--- config.mk ---
export PLATFORM = sky130hd
export DESIGN_NAME = wb_stream_fifo
export DESIGN_NICKNAME = d
export VERILOG_FILES = /design/src/rtl/wb_stream_fifo.sv
export SDC_FILE = /design/constraint.sdc
export NUM_CORES = 1
export LEC_CHECK = 0
export CAP_MARGIN = 25
export CORE_ASPECT_RATIO = 2
export CORE_MARGIN = 1.5
export CORE_UTILIZATION = 55
export CTS_CLUSTER_SIZE = 28
export DETAILED_ROUTE_END_ITERATION = 6
export MAX_ROUTING_LAYER = met4
export PLACE_DENSITY_LB_ADDON = 0.3
export SLEW_MARGIN = 25
export SYNTH_ARGS = -nofsm -noshare
export SYNTH_HDL_FRONTEND = slang
export SYNTH_SLANG_ARGS = --single-unit
--- constraint.sdc ---
create_clock -name clk -period 4.2 [get_ports clk]
set_clock_uncertainty 0.1 [all_clocks]
set_input_delay 0.84 -clock clk [delete_from_list [all_inputs] [get_ports clk]]
set_output_delay 0.84 -clock clk [all_outputs]
set_load 0.01 [all_outputs]
--- src/rtl/wb_stream_fifo.sv ---
// wb_stream_fifo: Wishbone slave with an RX FIFO (fabric -> host), a TX FIFO (host -> fabric),
// sticky status flags and an RX-level interrupt.
module wb_stream_fifo #(
    parameter int                    ADDR_WIDTH = 15,
    parameter int                    DATA_WIDTH = 16,
    parameter int                    DEPTH_LOG2 = 4,
    parameter logic [ADDR_WIDTH-1:0] BASE_ADDR  = 15'h0100
) (
    input  logic                  clk,
    input  logic                  resetn,
    input  logic [ADDR_WIDTH-1:0] wb_adr_i,
    input  logic [DATA_WIDTH-1:0] wb_dat_i,
    output logic [DATA_WIDTH-1:0] wb_dat_o,
    input  logic                  wb_we_i,
    input  logic                  wb_stb_i,
    input  logic                  wb_cyc_i,
    output logic                  wb_ack_o,
    input  logic [DATA_WIDTH-1:0] rx_data,
    input  logic                  rx_valid,
    output logic [DATA_WIDTH-1:0] tx_data,
    output logic                  tx_valid,
    input  logic                  tx_ready,
    output logic                  irq
);
    localparam int CW = DEPTH_LOG2 + 1;
    localparam int DEPTH = 1 << DEPTH_LOG2;
    localparam logic [CW-1:0] FULL = CW'(DEPTH);

    logic [DATA_WIDTH-1:0] rx_mem_q [DEPTH];
    logic [DATA_WIDTH-1:0] tx_mem_q [DEPTH];
    logic [DEPTH_LOG2-1:0] rx_wr_q, rx_wr_d, rx_rd_q, rx_rd_d;
    logic [DEPTH_LOG2-1:0] tx_wr_q, tx_wr_d, tx_rd_q, tx_rd_d;
    logic [CW-1:0]         rx_cnt_q, rx_cnt_d, tx_cnt_q, tx_cnt_d, lvl_q, lvl_d;
    logic [DATA_WIDTH-1:0] dat_q, dat_d, rdata, status;
    logic                  ack_q, ack_d, irq_q, irq_d;
    logic                  rx_ovf_q, rx_ovf_d, rx_unf_q, rx_unf_d, tx_ovf_q, tx_ovf_d;

    // A transaction commits only on the first strobed cycle; the ack cycle masks the held strobe.
    logic       sel, start, rd_data, wr_data, ctrl_wr, flush_rx, flush_tx, clr;
    logic [2:0] off;
    assign sel      = wb_stb_i & wb_cyc_i & (wb_adr_i[ADDR_WIDTH-1:3] == BASE_ADDR[ADDR_WIDTH-1:3]);
    assign start    = sel & ~ack_q;
    assign off      = wb_adr_i[2:0];
    assign rd_data  = start & ~wb_we_i & (off == 3'd0);
    assign wr_data  = start & wb_we_i & (off == 3'd0);
    assign ctrl_wr  = start & wb_we_i & (off == 3'd4);
    assign flush_rx = ctrl_wr & wb_dat_i[0];
    assign flush_tx = ctrl_wr & wb_dat_i[1];
    assign clr      = ctrl_wr & wb_dat_i[2];

    logic rx_empty, rx_full, tx_empty, tx_full, rx_pop, rx_push, tx_pop, tx_push;
    assign rx_empty = rx_cnt_q == '0;
    assign rx_full  = rx_cnt_q == FULL;
    assign tx_empty = tx_cnt_q == '0;
    assign tx_full  = tx_cnt_q == FULL;
    assign rx_pop   = rd_data & ~rx_empty & ~flush_rx;
    assign rx_push  = rx_valid & (~rx_full | rx_pop) & ~flush_rx;
    assign tx_pop   = tx_valid & tx_ready & ~flush_tx;
    assign tx_push  = wr_data & (~tx_full | (tx_valid & tx_ready)) & ~flush_tx;

    assign tx_valid = ~tx_empty;
    assign tx_data  = tx_mem_q[tx_rd_q];
    assign wb_ack_o = ack_q;
    assign wb_dat_o = dat_q;
    assign irq      = irq_q;

    assign status = {{(DATA_WIDTH-7){1'b0}}, tx_ovf_q, rx_unf_q, rx_ovf_q, tx_full, tx_empty, rx_full, rx_empty};
    assign rdata  = (off == 3'd0) ? (rx_empty ? '0 : rx_mem_q[rx_rd_q]) :
                    (off == 3'd1) ? status :
                    (off == 3'd2) ? {{(DATA_WIDTH-CW){1'b0}}, rx_cnt_q} :
                    (off == 3'd3) ? {{(DATA_WIDTH-CW){1'b0}}, tx_cnt_q} :
                    (off == 3'd5) ? {{(DATA_WIDTH-CW){1'b0}}, lvl_q} : '0;

    always_comb begin
        ack_d    = start;
        dat_d    = (start & ~wb_we_i) ? rdata : '0;
        rx_wr_d  = flush_rx ? '0 : rx_wr_q + DEPTH_LOG2'(rx_push);
        rx_rd_d  = flush_rx ? '0 : rx_rd_q + DEPTH_LOG2'(rx_pop);
        rx_cnt_d = flush_rx ? '0 : rx_cnt_q + CW'(rx_push) - CW'(rx_pop);
        tx_wr_d  = flush_tx ? '0 : tx_wr_q + DEPTH_LOG2'(tx_push);
        tx_rd_d  = flush_tx ? '0 : tx_rd_q + DEPTH_LOG2'(tx_pop);
        tx_cnt_d = flush_tx ? '0 : tx_cnt_q + CW'(tx_push) - CW'(tx_pop);
        // New events take priority over a same-cycle clear.
        rx_ovf_d = (rx_valid & rx_full & ~rx_pop & ~flush_rx) | (rx_ovf_q & ~clr);
        rx_unf_d = (rd_data & rx_empty) | (rx_unf_q & ~clr);
        tx_ovf_d = (wr_data & tx_full & ~(tx_valid & tx_ready)) | (tx_ovf_q & ~clr);
        lvl_d    = (start & wb_we_i & (off == 3'd5)) ? wb_dat_i[CW-1:0] : lvl_q;
        irq_d    = (lvl_q != '0) && (rx_cnt_q >= lvl_q);
    end

    always_ff @(posedge clk or posedge resetn) begin
        if (resetn) begin
            ack_q    <= 1'b0;
            dat_q    <= '0;
            rx_wr_q  <= '0;
            rx_rd_q  <= '0;
            rx_cnt_q <= '0;
            tx_wr_q  <= '0;
            tx_rd_q  <= '0;
            tx_cnt_q <= '0;
            rx_ovf_q <= 1'b0;
            rx_unf_q <= 1'b0;
            tx_ovf_q <= 1'b0;
            lvl_q    <= '0;
            irq_q    <= 1'b0;
        end else begin
            ack_q    <= ack_d;
            dat_q    <= dat_d;
            rx_wr_q  <= rx_wr_d;
            rx_rd_q  <= rx_rd_d;
            rx_cnt_q <= rx_cnt_d;
            tx_wr_q  <= tx_wr_d;
            tx_rd_q  <= tx_rd_d;
            tx_cnt_q <= tx_cnt_d;
            rx_ovf_q <= rx_ovf_d;
            rx_unf_q <= rx_unf_d;
            tx_ovf_q <= tx_ovf_d;
            lvl_q    <= lvl_d;
            irq_q    <= irq_d;
        end
    end

    always_ff @(posedge clk) begin
        if (rx_push) rx_mem_q[rx_wr_q] <= rx_data;
        if (tx_push) tx_mem_q[tx_wr_q] <= wb_dat_i;
    end
endmodule

==> run metrics <==
status complete, no violations; Peak VDD IR 0.400 mV; core footprint 40100 µm²; Final Hold Fails 0; max-capacitance violation count 0; top_reg_cell synth edfxtp_1; DRT Pass-1 Iters 5; GR Overflow Total 0; Iter 0 DRT Violations 645; DR WL met3 2050 µm; crit path cell chain clkdlybuf4s50_1 > or4b_4 > or4_4 > or4_4 > nand3_2 > ha_1 > inv_1 > ha_1 > inv_1 > fa_2 > inv_1 > a21oi_1 > o21bai_1 > xnor2_1 > a21oi_1; Clock transition at path regs 70 ps; Max-slew headroom 0.317; post-synthesis cell count 1074; delay-heaviest family, CP simple AND/OR/NAND/NOR gates; hold_buf cts 0; fin. max-slew vios 0; Area Growth Syn to Fin 17.7%; Slowest-stage cell, CP or4_4; # H-tree levels 2; leakage power 8.55 nW; Final ANT Viol Nets 0; Worst Path Buf+Inv 4; CP Max Fanout 3; final wirelength 46700 µm; row cnt 104; Tot GR Track Use 0.235; input/output buffers 88; Final period util 0.967; Hold WC Path Type reg2reg; Post-Syn Area 22300 µm²; Mean Syn Cell Area 20.7 µm²; Die X 145 µm; largest net degree at the start of global routing 67; Longest Clk Path Bufs 3; post-synth cell types 48; CP startpoint kind input port; starting density of the core 0.555; Worst-Margin Slew 1020 ps; Hold WS 395 ps; Post-synth EDFFs 512; Worst Path Required 4530 ps; fraction of layout cells with a size suffix above 1 0.281; largest family of logic cells by synthesized area multiplexers; Setup crit end kind flip-flop; fraction of synthesis flops using an asynchronous set or reset pin 0.0922; met2 wire length 26000 µm; CP Class in2reg; number of nets in the layout 1323; yosys warns 0; initial antenna violation count 2; GP Congestion 0.925; simple-gate share of the synthesized area 0.0339; syn_nets 1155; crit path time final 4060 ps; Overall Power 14.0 mW; Clock Sinks 564; CTS root buf clkbuf_16; final-report setup violation count 0; Die Footprint 41700 µm²; post-synthesis mux area share 0.156; Seq/Total Area, Yosys 0.749; DIE HEIGHT 287 µm; CP dominant cell by count inv_1; Vias per Instance 5.98; top layer in use met4; CTS tree done; wire length per cell 25.8 µm; DRC 0; synthesized flop and latch total 564; via count 10829; Post-Synth XOR/XNOR Area 0.00630; first-pass GRT wire length 69800 µm; Crit path arrival time 4390 ps; Peak Freq 0.246 GHz; met1 wire length 16400 µm; vias in the first global route 11523; adder-cell share of the synthesized area 0.0159; DP Wirelength 30300 µm; clk_lat worst skew 570 ps; CP peak stage delay 600 ps; P per Cell Area 535 nW/µm²; RSZ-0062 raised after global routing no; Compound-Gate Fraction of Synth Area 0.0246; Num CTS Buffers 46; io pins 89
## state kept, by name, summed over array words and instances (netlist names), 4 cells and up
signal    count
lvl_q         5
rx_cnt_q      5
rx_mem_q    256
rx_rd_q       4
rx_wr_q       4
tx_cnt_q      5
tx_mem_q    256
tx_rd_q       4
tx_wr_q       4
wb_dat_o     16
## power by group
group,internal [mW],leakage [nW],switching [mW]
Combinational,1.62,2.55,1.37
Clock,2.38,0.739,1.90
Sequential,6.49,5.26,0.252
Total,10.5,8.55,3.52
## worst paths after layout
check	depth (start not counted)	startpoint	endpoint	slack, ps
hold / removal	1	rx_ovf_q	rx_ovf_q	390
setup reg to reg	14	wb_ack_o	rx_cnt_q[4]	520
min in group asynchronous	2	resetn	tx_cnt_q[3]	670
max in group asynchronous	3	resetn	wb_dat_o[0]	2720
setup / recovery	15	wb_adr_i[10]	rx_cnt_q[4]	140
hold reg to reg	1	rx_ovf_q	rx_ovf_q	390
## per-layer routing
layer,track usage,up-vias
met1,0.258,5677
met2,0.426,324
met3,0.0292,102
met5,-,-
li1,-,4726
met4,0.108,0
## area by class of cell
type | count | area (µm²)
inverters | 26 | 100
diodes | 3 | 7.51
clock inverters | 22 | 208
multi-input cells | 431 | 5390
fillers | 2726 | 13900
repair buffers | 173 | 1830
well taps | 530 | 663
flip-flops and latches | 564 | 16700
clock buffers | 63 | 1310
## Yosys cell counts (all sizes together), types with 4 or more instances
library cell	instances	share of area
mux2i	16	0.0072
xnor2	10	0.0039
nor2	45	0.0076
buf	21	0.0041
clkbuf	32	0.0054
mux4	144	0.15
nand2	14	0.0024
a21o	6	0.0020
o21ai	12	0.0027
xor2	6	0.0024
nand2b	8	0.0022
edfxtp	512	0.69
mux2	6	0.0030
a22oi	5	0.0017
dfrtp	52	0.058
a21oi	25	0.0056
nor4	7	0.0020
o32ai	5	0.0020
nand3	9	0.0020
nand3b	4	0.0013
ha	25	0.014
a211oi	20	0.0067
inv	26	0.0044
and2	12	0.0034
nor2b	16	0.0045
## cell families (layout without fill, tap and decap cells)
| family | after synthesis | count (layout) |
|---|---|---|
| other cells | 0 | 3 |
| xor+xnor | 16 | 16 |
| mux | 166 | 166 |
| buf+inv | 79 | 284 |
| simple gates | 138 | 138 |
| fa+ha+maj | 27 | 27 |
| compound gates | 84 | 84 |
| flops | 564 | 564 |
## layout by cell type, fill, tap and decap left out, drive strengths merged, types with 3 or more instances in the layout
master,count
o22ai,3
o32ai,5
o21ai,12
nand4,3
xor2,6
or3,3
edfxtp,512
buf,85
mux4,144
a211oi,20
clkbuf,63
inv,29
clkinv,12
ha,25
dfrtp,52
nand3b,4
a21o,6
nor4,7
nor2,45
mux2,6
mux2i,16
and2,12
nand2,14
clkinvlp,4
a21oi,25
nand2b,8
clkdlybuf4s50,88
xnor2,10
a22oi,5
nor2b,16
or4,3
diode,3
nand3,9
bufinv,3
nor3,3
## per-stage QoR
stage / worst slack [ps] / utilization / setup TNS, ps / area [µm²] / cells
after global placement: -449 / 0.615 / -8310 / 24600 / 1724
after CTS: 64.2 / 0.653 / 0 / 26200 / 1809
after floorplan: -229 / - / -14660 / 22300 / 1074
after detailed placement: -509 / 0.615 / -25540 / 24600 / 1724
after global routing: 1.01 / 0.653 / 0 / 26200 / 1811
final: 139 / 0.653 / 0 / 26200 / 1812
## what timing repair did
| action | in CTS | in global routing |
|---|---|---|
| endpoints found under the setup margin | 0 | 2 |
| resized for setup | 0 | 5 |
| buffers inserted | 0 | 0 |
Power figures use the tool's default switching activity.
